## src/rtl/side_pkg.sv

```systemverilog
// Shared constants for the switch-side egress path: lane count, defaults, lane FSM encodings.
package side_pkg;

  localparam int unsigned AW_DEV = 2;
  localparam int unsigned N_DEV  = 1 << AW_DEV;

  // Defaults shared by the side and port blocks.
  localparam int unsigned DW_DEF    = 4;
  localparam int unsigned DEPTH_DEF = 4;
  localparam int unsigned SLACK_DEF = 2;

  // Lane transmitter states (kept as plain constants for legacy compatibility).
  localparam logic [1:0] StIdle    = 2'd0;
  localparam logic [1:0] StSend    = 2'd1;
  localparam logic [1:0] StRelease = 2'd2;

endpackage

```

## src/rtl/egress_lane.sv

```systemverilog
// One egress lane: FIFO, occupancy count, almost-full/overflow flags and a four-phase
// validrx/ackrx transmitter toward the attached device.
module egress_lane
  import side_pkg::*;
#(
  parameter int unsigned DW    = DW_DEF,
  parameter int unsigned DEPTH = DEPTH_DEF,
  parameter int unsigned SLACK = SLACK_DEF
) (
  input  logic          clk_i,
  input  logic          rst_ni,
  input  logic          wen_i,
  input  logic [DW-1:0] dat_i,
  output logic          full_o,
  output logic          ovf_o,
  output logic [DW-1:0] dat_o,
  output logic          validrx,
  input  logic          ackrx
);

  localparam int unsigned PW = $clog2(DEPTH);
  localparam int unsigned CW = PW + 1;

  logic [DW-1:0] mem_q [DEPTH];
  logic [PW-1:0] wptr_q, rptr_q;
  logic [CW-1:0] cnt_q, cnt_d;
  logic [1:0]    state_q, state_d;
  logic          full_q, full_d;
  logic          ovf_q;
  logic [DW-1:0] dat_q;
  logic          valid_q, valid_d;
  logic          push, pop;

  // Push only with room; pop whenever the transmitter is idle and data is waiting.
  always_comb begin
    push  = wen_i && (cnt_q < CW'(DEPTH));
    pop   = (state_q == StIdle) && (cnt_q != '0);
    cnt_d = cnt_q + CW'(push) - CW'(pop);
    // Upstream has SLACK writes in flight after it sees full, so flag early.
    full_d = (32'(cnt_d) + SLACK) >= DEPTH;
  end

  // Lane FSM next-state and validrx next value.
  always_comb begin
    state_d = state_q;
    valid_d = valid_q;
    unique case (state_q)
      StIdle: begin
        if (pop) begin
          state_d = StSend;
          valid_d = 1'b1;
        end
      end
      StSend: begin
        if (ackrx) begin
          state_d = StRelease;
          valid_d = 1'b0;
        end
      end
      StRelease: begin
        if (!ackrx) state_d = StIdle;
      end
      default: begin
        state_d = StIdle;
        valid_d = 1'b0;
      end
    endcase
  end

  // FIFO storage; contents need no reset since the count gates all reads.
  always_ff @(posedge clk_i) begin
    if (push) mem_q[wptr_q] <= dat_i;
  end

  // Pointers, count, flags, FSM and registered outputs.
  always_ff @(posedge clk_i or negedge rst_ni) begin
    if (!rst_ni) begin
      wptr_q  <= '0;
      rptr_q  <= '0;
      cnt_q   <= '0;
      state_q <= StIdle;
      full_q  <= 1'b0;
      ovf_q   <= 1'b0;
      dat_q   <= '0;
      valid_q <= 1'b0;
    end else begin
      cnt_q   <= cnt_d;
      state_q <= state_d;
      full_q  <= full_d;
      valid_q <= valid_d;
      if (push) wptr_q <= wptr_q + PW'(1);
      if (pop) begin
        rptr_q <= rptr_q + PW'(1);
        dat_q  <= mem_q[rptr_q];
      end
      if (wen_i && !push) ovf_q <= 1'b1;
    end
  end

  assign full_o  = full_q;
  assign ovf_o   = ovf_q;
  assign dat_o   = dat_q;
  assign validrx = valid_q;

endmodule

```

## src/rtl/side_egress.sv

```systemverilog
// Receiving end of the switch-side internal write bus: one independent egress lane per device.
module side_egress
  import side_pkg::*;
#(
  parameter int unsigned DW    = DW_DEF,
  parameter int unsigned DEPTH = DEPTH_DEF,
  parameter int unsigned SLACK = SLACK_DEF,
  parameter int unsigned N     = N_DEV
) (
  input  logic            clk_i,
  input  logic            rst_ni,
  input  logic [N-1:0]    int_wen_i,
  input  logic [DW-1:0]   int_dat_i,
  output logic [N-1:0]    full_o,
  output logic [N-1:0]    ovf_o,
  output logic [N*DW-1:0] dat_o,
  output logic [N-1:0]    validrx,
  input  logic [N-1:0]    ackrx
);

  // Data bus is shared; multiple wen bits write every flagged lane (broadcast).
  for (genvar k = 0; k < N; k++) begin : g_lane
    egress_lane #(
      .DW    (DW),
      .DEPTH (DEPTH),
      .SLACK (SLACK)
    ) u_lane (
      .clk_i   (clk_i),
      .rst_ni  (rst_ni),
      .wen_i   (int_wen_i[k]),
      .dat_i   (int_dat_i),
      .full_o  (full_o[k]),
      .ovf_o   (ovf_o[k]),
      .dat_o   (dat_o[k*DW +: DW]),
      .validrx (validrx[k]),
      .ackrx   (ackrx[k])
    );
  end

endmodule

```

## config.mk

```make
export PLATFORM = sky130hd
export DESIGN_NAME = side_egress
export DESIGN_NICKNAME = d
export VERILOG_FILES = /design/src/rtl/side_pkg.sv /design/src/rtl/egress_lane.sv /design/src/rtl/side_egress.sv
export SDC_FILE = /design/constraint.sdc
export NUM_CORES = 1
export LEC_CHECK = 0
export ABC_AREA = 1
export CAP_MARGIN = 5
export CORE_MARGIN = 1
export CORE_UTILIZATION = 35
export CTS_BUF_LIST = sky130_fd_sc_hd__clkbuf_16
export DETAILED_ROUTE_END_ITERATION = 6
export PLACE_DENSITY_LB_ADDON = 0.12
export SYNTH_ARGS = -nofsm -noshare
export SYNTH_HDL_FRONTEND = slang
export SYNTH_SLANG_ARGS = --single-unit
```

## constraint.sdc

```tcl
create_clock -name clk_i -period 2.3 [get_ports clk_i]
set_input_delay 0.46 -clock clk_i [delete_from_list [all_inputs] [get_ports clk_i]]
set_output_delay 0.46 -clock clk_i [all_outputs]
set_load 0.05 [all_outputs]
```

# Yosys cells after proc, flatten, opt, wreduce, memory -nomap -nowiden
# Memories as Yosys holds them, arrays and structs flattened. A register that Yosys moved wholly into a read port is not among the register bits.
# Index checks and enable logic that the tools add are counted.
# totals
reg_bits,48
latchBits,0
ramBits,64
rom_bits,0
n_memories,4
# mem_list
name,depth,width,read_ports,rd_clocked_by_memory_dff,wr,line,text
g_lane[0].u_lane.mem_q,4,4,1,1,1,egress_lane.sv:24,logic [DW-1:0] mem_q [DEPTH];
g_lane[1].u_lane.mem_q,4,4,1,1,1,egress_lane.sv:24,
g_lane[2].u_lane.mem_q,4,4,1,1,1,egress_lane.sv:24,
g_lane[3].u_lane.mem_q,4,4,1,1,1,egress_lane.sv:24,
# op_classes
add_sub_neg,20
mul,0
div,0
order_cmp,8
eq_ne,20
shifts,0
n_mux,36
bitwise,4
n_reduce_logical,36
# ops
cell,count
"32-bit by 3-bit >= comparator with 1-bit output, second input constant",4
2-bit 2-to-1 mux,12
2-bit case mux with 3 select lines,4
3-bit AND reduction,8
"2-bit by 1-bit adder with 2-bit output, second input constant",8
"3-bit by 2-bit adder with 4-bit output, second input constant",4
1-bit 2-to-1 mux,16
"2-bit inequality test, second input constant",8
3-bit by 1-bit adder with 3-bit output,4
1-bit logical AND,12
"3-bit < comparator, second input constant",4
1-bit case mux with 3 select lines,4
3-bit nonzero test,4
3-bit by 1-bit subtractor with 3-bit output,4
"2-bit by 1-bit equality test with 1-bit output, second input constant",4
"2-bit equality test, second input constant",4
1-bit logical NOT,8
2-bit logical NOT,4
"2-bit by 1-bit inequality test with 1-bit output, second input constant",4
1-bit NOT,4

# Logic depth before layout (Yosys ltp)
# logic_depth
depth_word,6
depth_mapped,11
ltp_nobuf,11

# Modules after synthesis
# From an unflattened synthesis, not the netlist that was laid out.
# hier_totals
cells_unflattened,568
area_unflattened_um2,5795.6
# by_module_without_submodules
module,instances,cells_per_inst,area_each_um2
egress_lane (g_lane[0].u_lane ...),3,142,1446.4
egress_lane (g_lane[2].u_lane),1,142,1456.4

# Least setup slack after synthesis
# No wires, ideal clock.
# synth_timing
path_type,register to register
from,register g_lane[3].u_lane.cnt_q[1]
to,register g_lane[3].u_lane.full_q
setup_time_ns,0.132
t_arrival_ns,1.804
required_ns,2.168
path_slack_ns,0.364
path_stages_with_launch,10
n_path_buf,0
period_less_slack_ns,1.936
path_cell_list,dfrtp_1 > inv_1 > nand3_2 > nand2_4 > inv_4 > ha_1 > inv_1 > ha_1 > fa_1 > nand3b_1
# synth_lines
item,line,text
from (decl),egress_lane.sv:26,"logic [CW-1:0] cnt_q, cnt_d;"
from (signal assigned),egress_lane.sv:87,cnt_q <= cnt_d;
3-bit nonzero test,egress_lane.sv:37,pop = (state_q == StIdle) && (cnt_q != '0);
1-bit logical AND,egress_lane.sv:37,
net g_lane[3].u_lane.pop,egress_lane.sv:32,"logic push, pop;"
3-bit by 1-bit subtractor with 3-bit output,egress_lane.sv:38,cnt_d = cnt_q + CW'(push) - CW'(pop);
net g_lane[3].u_lane.cnt_d[1],egress_lane.sv:26,
3-bit by 2-bit adder with 4-bit output,egress_lane.sv:40,full_d = (32'(cnt_d) + SLACK) >= DEPTH;
32-bit by 3-bit >= comparator with 1-bit output,egress_lane.sv:40,
net g_lane[3].u_lane.full_d,egress_lane.sv:28,"logic full_q, full_d;"
to (signal assigned),egress_lane.sv:89,full_q <= full_d;
to (decl),egress_lane.sv:28,
# The timed path passes the listed nets, and every way through them passes these cells.
# A chain may end at the register's enable or synchronous reset.

# Worst setup path after layout
# Ends and elaborated chain as after synthesis.

==> results.json <==
{
  "antenna_found_initial": 0,
  "power_leakage_uw": 0.00336,
  "cts_buffers": 17,
  "clk_pin_slew_ps": 50,
  "p_int_uw": 6240,
  "hold_path.class": "input pin to async pin",
  "yosys_warnings": 0,
  "syn-mean-instance-area_um2": 10.1,
  "antenna_cells": 0,
  "max_freq_ghz": 0.487,
  "areaGrowthSynthToFinish_pct": 19.3,
  "clockBufferDepth": 2,
  "dieArea_um2": 17400,
  "routed-via-count": 3648,
  "grt_remaining_overflow": 0,
  "wirelength_um": 9830,
  "synth_compound_area_share_pct": 2.63,
  "tightest_slew_ps": 614,
  "share_comb_of_total_power_pct": 38.7,
  "fillers": 1535,
  "cts_root_buf": "clkbuf_16",
  "hold_viol": 0,
  "grt_use_total_pct": 12.8,
  "synth_top_family_by_area": "simple AND/OR/NAND/NOR gates",
  "violations": "design-rule violations",
  "power_frac_seq_pct": 36.1,
  "cap_violations": 0,
  "synth_mux_area_share_pct": 0,
  "seq_area_frac_synth_pct": 59.8,
  "firstDrtPassIters": 6,
  "initial_core_util_pct": 35.7,
  "cts_resized": 0,
  "setup_ws_ps": 246,
  "tritoncts": "built",
  "setup_tns_ps": 0,
  "switching_share_pct": 39.2,
  "fin_crit_ps": 2050,
  "gp_congestion": 0.801,
  "synth_simple_gate_area_share_pct": 17.7,
  "placementRows": 47,
  "finalPower_uw": 10300,
  "syn-num-nets": 628,
  "drc": 4,
  "avgRoutedWirePerCell_um": 11.4,
  "synthDistinctLibCells": 26,
  "post-route-period-util_pct": 89.3,
  "grt_pass1_vias": 3651,
  "maxSlewHeadroom_pct": 59.1,
  "ys_ff_latch": 128,
  "synth_xor_area_share_pct": 2.29,
  "p_switching_uw": 4020,
  "setup-violations-final": 0,
  "fin_area_um2": 7030,
  "grt_max_degree": 42,
  "cp_data_arrival_time_ps": 2350,
  "netlist_area_um2": 5900,
  "slew_violations": 0,
  "port_buffers": 41,
  "layout-drive-gt1-share_pct": 9.64,
  "synth_top_area_share_pct": 32.6,
  "clock-sinks": 128,
  "die_h_um": 132,
  "nets": 673,
  "timing.critical_path.required_ps": 2590,
  "antenna_left": 0,
  "hpwl_um": 6810,
  "power.density_nw_per_um2": 1460,
  "clock-skew-final_ps": 8.26,
  "end_kind": "register",
  "via_per_inst": 4.23,
  "ios": 42,
  "holdBufCountCts": 0,
  "first_iter_violations": 205,
  "dp_slack_ps": 220,
  "core_um2": 16500,
  "h-tree-depth": 4,
  "netlist_instances": 586,
  "die_w_um": 132,
  "status": "complete, but fails checks",
  "synth-adder-area-share_pct": 6.45,
  "ir_worst_vdd_uv": 545,
  "cp_max_fo": 10,
  "placed_area_um2": 6470,
  "power.share.clock_pct": 25.1,
  "path_class": "register to register",
  "grt_pass1_wl_um": 17200,
  "worstSkewPairLatency_ps": 420,
  "synth_largest_area_cell": "edfxtp_1",
  "rsz0062_at_grt": "false",
  "synth_area_leaders": "edfxtp_1, dfrtp_1, nand2_1",
  "post_cts_buffers": 0,
  "start_kind": "register"
}
[cells by family after synthesis]
| family | Yosys count |
|---|---|
| simple gates | 242 |
| buf+inv | 148 |
| flops | 128 |
| compound gates | 28 |
| fa+ha+maj | 28 |
| xor+xnor | 12 |
[area by class of cell]
type,instances,area [um2],area share (%)
clock buffers,17,425,6.05
clock inverters,14,135,1.92
inverters,128,500,7.12
multi-input cells,310,1720,24.4
flip-flops and latches,128,3520,50.1
well taps,220,275,3.91
repair buffers,46,455,6.48
[critical path, stage by stage (launching register included)]
cell and delay (ps):
dfrtp_1 370, inv_1 130, nand3_2 110, nand2_4 150, inv_4 60, ha_1 270, inv_1 40, ha_1 200
fa_1 450, nand3b_1 170
[per-stage QoR]
step / hold WS, ps / util, % / std cells
after floorplan: 164 / - / 586
after global placement: 437 / 39.2 / 832
after detailed placement: 447 / 39.2 / 832
after CTS: 61.2 / 42.6 / 863
after global routing: 86.1 / 42.6 / 863
final: 53.3 / 42.6 / 863
[synth_stat cells]
library cell / count
a21oi_1: 4
xnor2_1: 4
inv_1: 115
edfxtp_1: 64
buf_2: 4
nand3_1: 36
nand2_4: 5
xor2_2: 4
buf_6: 4
nor2_2: 3
nand3b_1: 2
o21ai_0: 11
nor2_4: 1
nand2_1: 162
a21o_1: 6
o21ai_1: 7
nor2_1: 26
ha_1: 24
inv_4: 8
nand2_2: 3
dfrtp_1: 64
buf_4: 12
fa_1: 4
inv_2: 5
nand3_2: 4
xor2_1: 4
[flip-flops by register name (all words and copies together), names as in the netlist]
| name | cells |
|---|---|
| g_lane.u_lane.mem_q | 64 |
| g_lane.u_lane.state_q | 8 |
| g_lane.u_lane.validrx | 4 |
| g_lane.u_lane.dat_o | 16 |
| g_lane.u_lane.rptr_q | 8 |
| g_lane.u_lane.wptr_q | 8 |
| g_lane.u_lane.ovf_o | 4 |
| g_lane.u_lane.cnt_q | 12 |
| g_lane.u_lane.full_o | 4 |
[per-layer routing]
| layer | part of all wire, % | track usage (%) |
|---|---|---|
| met2 | 46 | 19.7 |
| met3 | 3.6 | 3.42 |
| met4 | 2.2 | 7.36 |
| met1 | 48 | 16.3 |
| met5 | 0 | 0 |
[worst paths after layout]
path	start	end	slack, ps	cells after the start
max	g_lane[3].u_lane.cnt_q[1]$_DFF_PN0_	g_lane[3].u_lane.full_o$_DFF_PN0_	250	9
min	rst_ni	g_lane[2].u_lane.cnt_q[1]$_DFF_PN0_	50	1
max reg2reg	g_lane[3].u_lane.cnt_q[1]$_DFF_PN0_	g_lane[3].u_lane.full_o$_DFF_PN0_	250	9
min reg2reg	g_lane[2].u_lane.ovf_o$_DFFE_PN0P_	g_lane[2].u_lane.ovf_o$_DFFE_PN0P_	450	1
max in group asynchronous	rst_ni	g_lane[3].u_lane.dat_o[0]$_DFFE_PN0P_	1610	2
min in group clk_i	g_lane[2].u_lane.ovf_o$_DFFE_PN0P_	g_lane[2].u_lane.ovf_o$_DFFE_PN0P_	450	1
[power groups by stage]
stage	clock (uW)	combinational, uW	sequential, uW
6_report	2580	3970	3710
5_1_grt	2730	4560	3810
4_1_cts	2650	4060	3720
3_5_place_dp	0	4030	3750
3_3_place_gp	0	4000	3730
2_1_floorplan	0	2880	3980
[cells in the final DEF (no fill, tap or decap), types with 3 or more instances in the layout]
master,n
nand2_1,162
inv_1,120
dfrtp_1,64
edfxtp_1,64
clkdlybuf4s50_1,40
nand3_1,36
nor2_1,26
ha_1,24
clkbuf_16,17
o21ai_0,11
inv_4,8
o21ai_1,7
a21o_1,6
inv_2,5
nand2_4,5
nand3_2,4
a21oi_1,4
xnor2_1,4
xor2_2,4
xor2_1,4
fa_1,4
buf_4,4
nor2_2,3
nand2_2,3
clkinv_1,3
clkinv_2,3
bufinv_16,3
No activity file was read; power rests on OpenSTA's default activity.
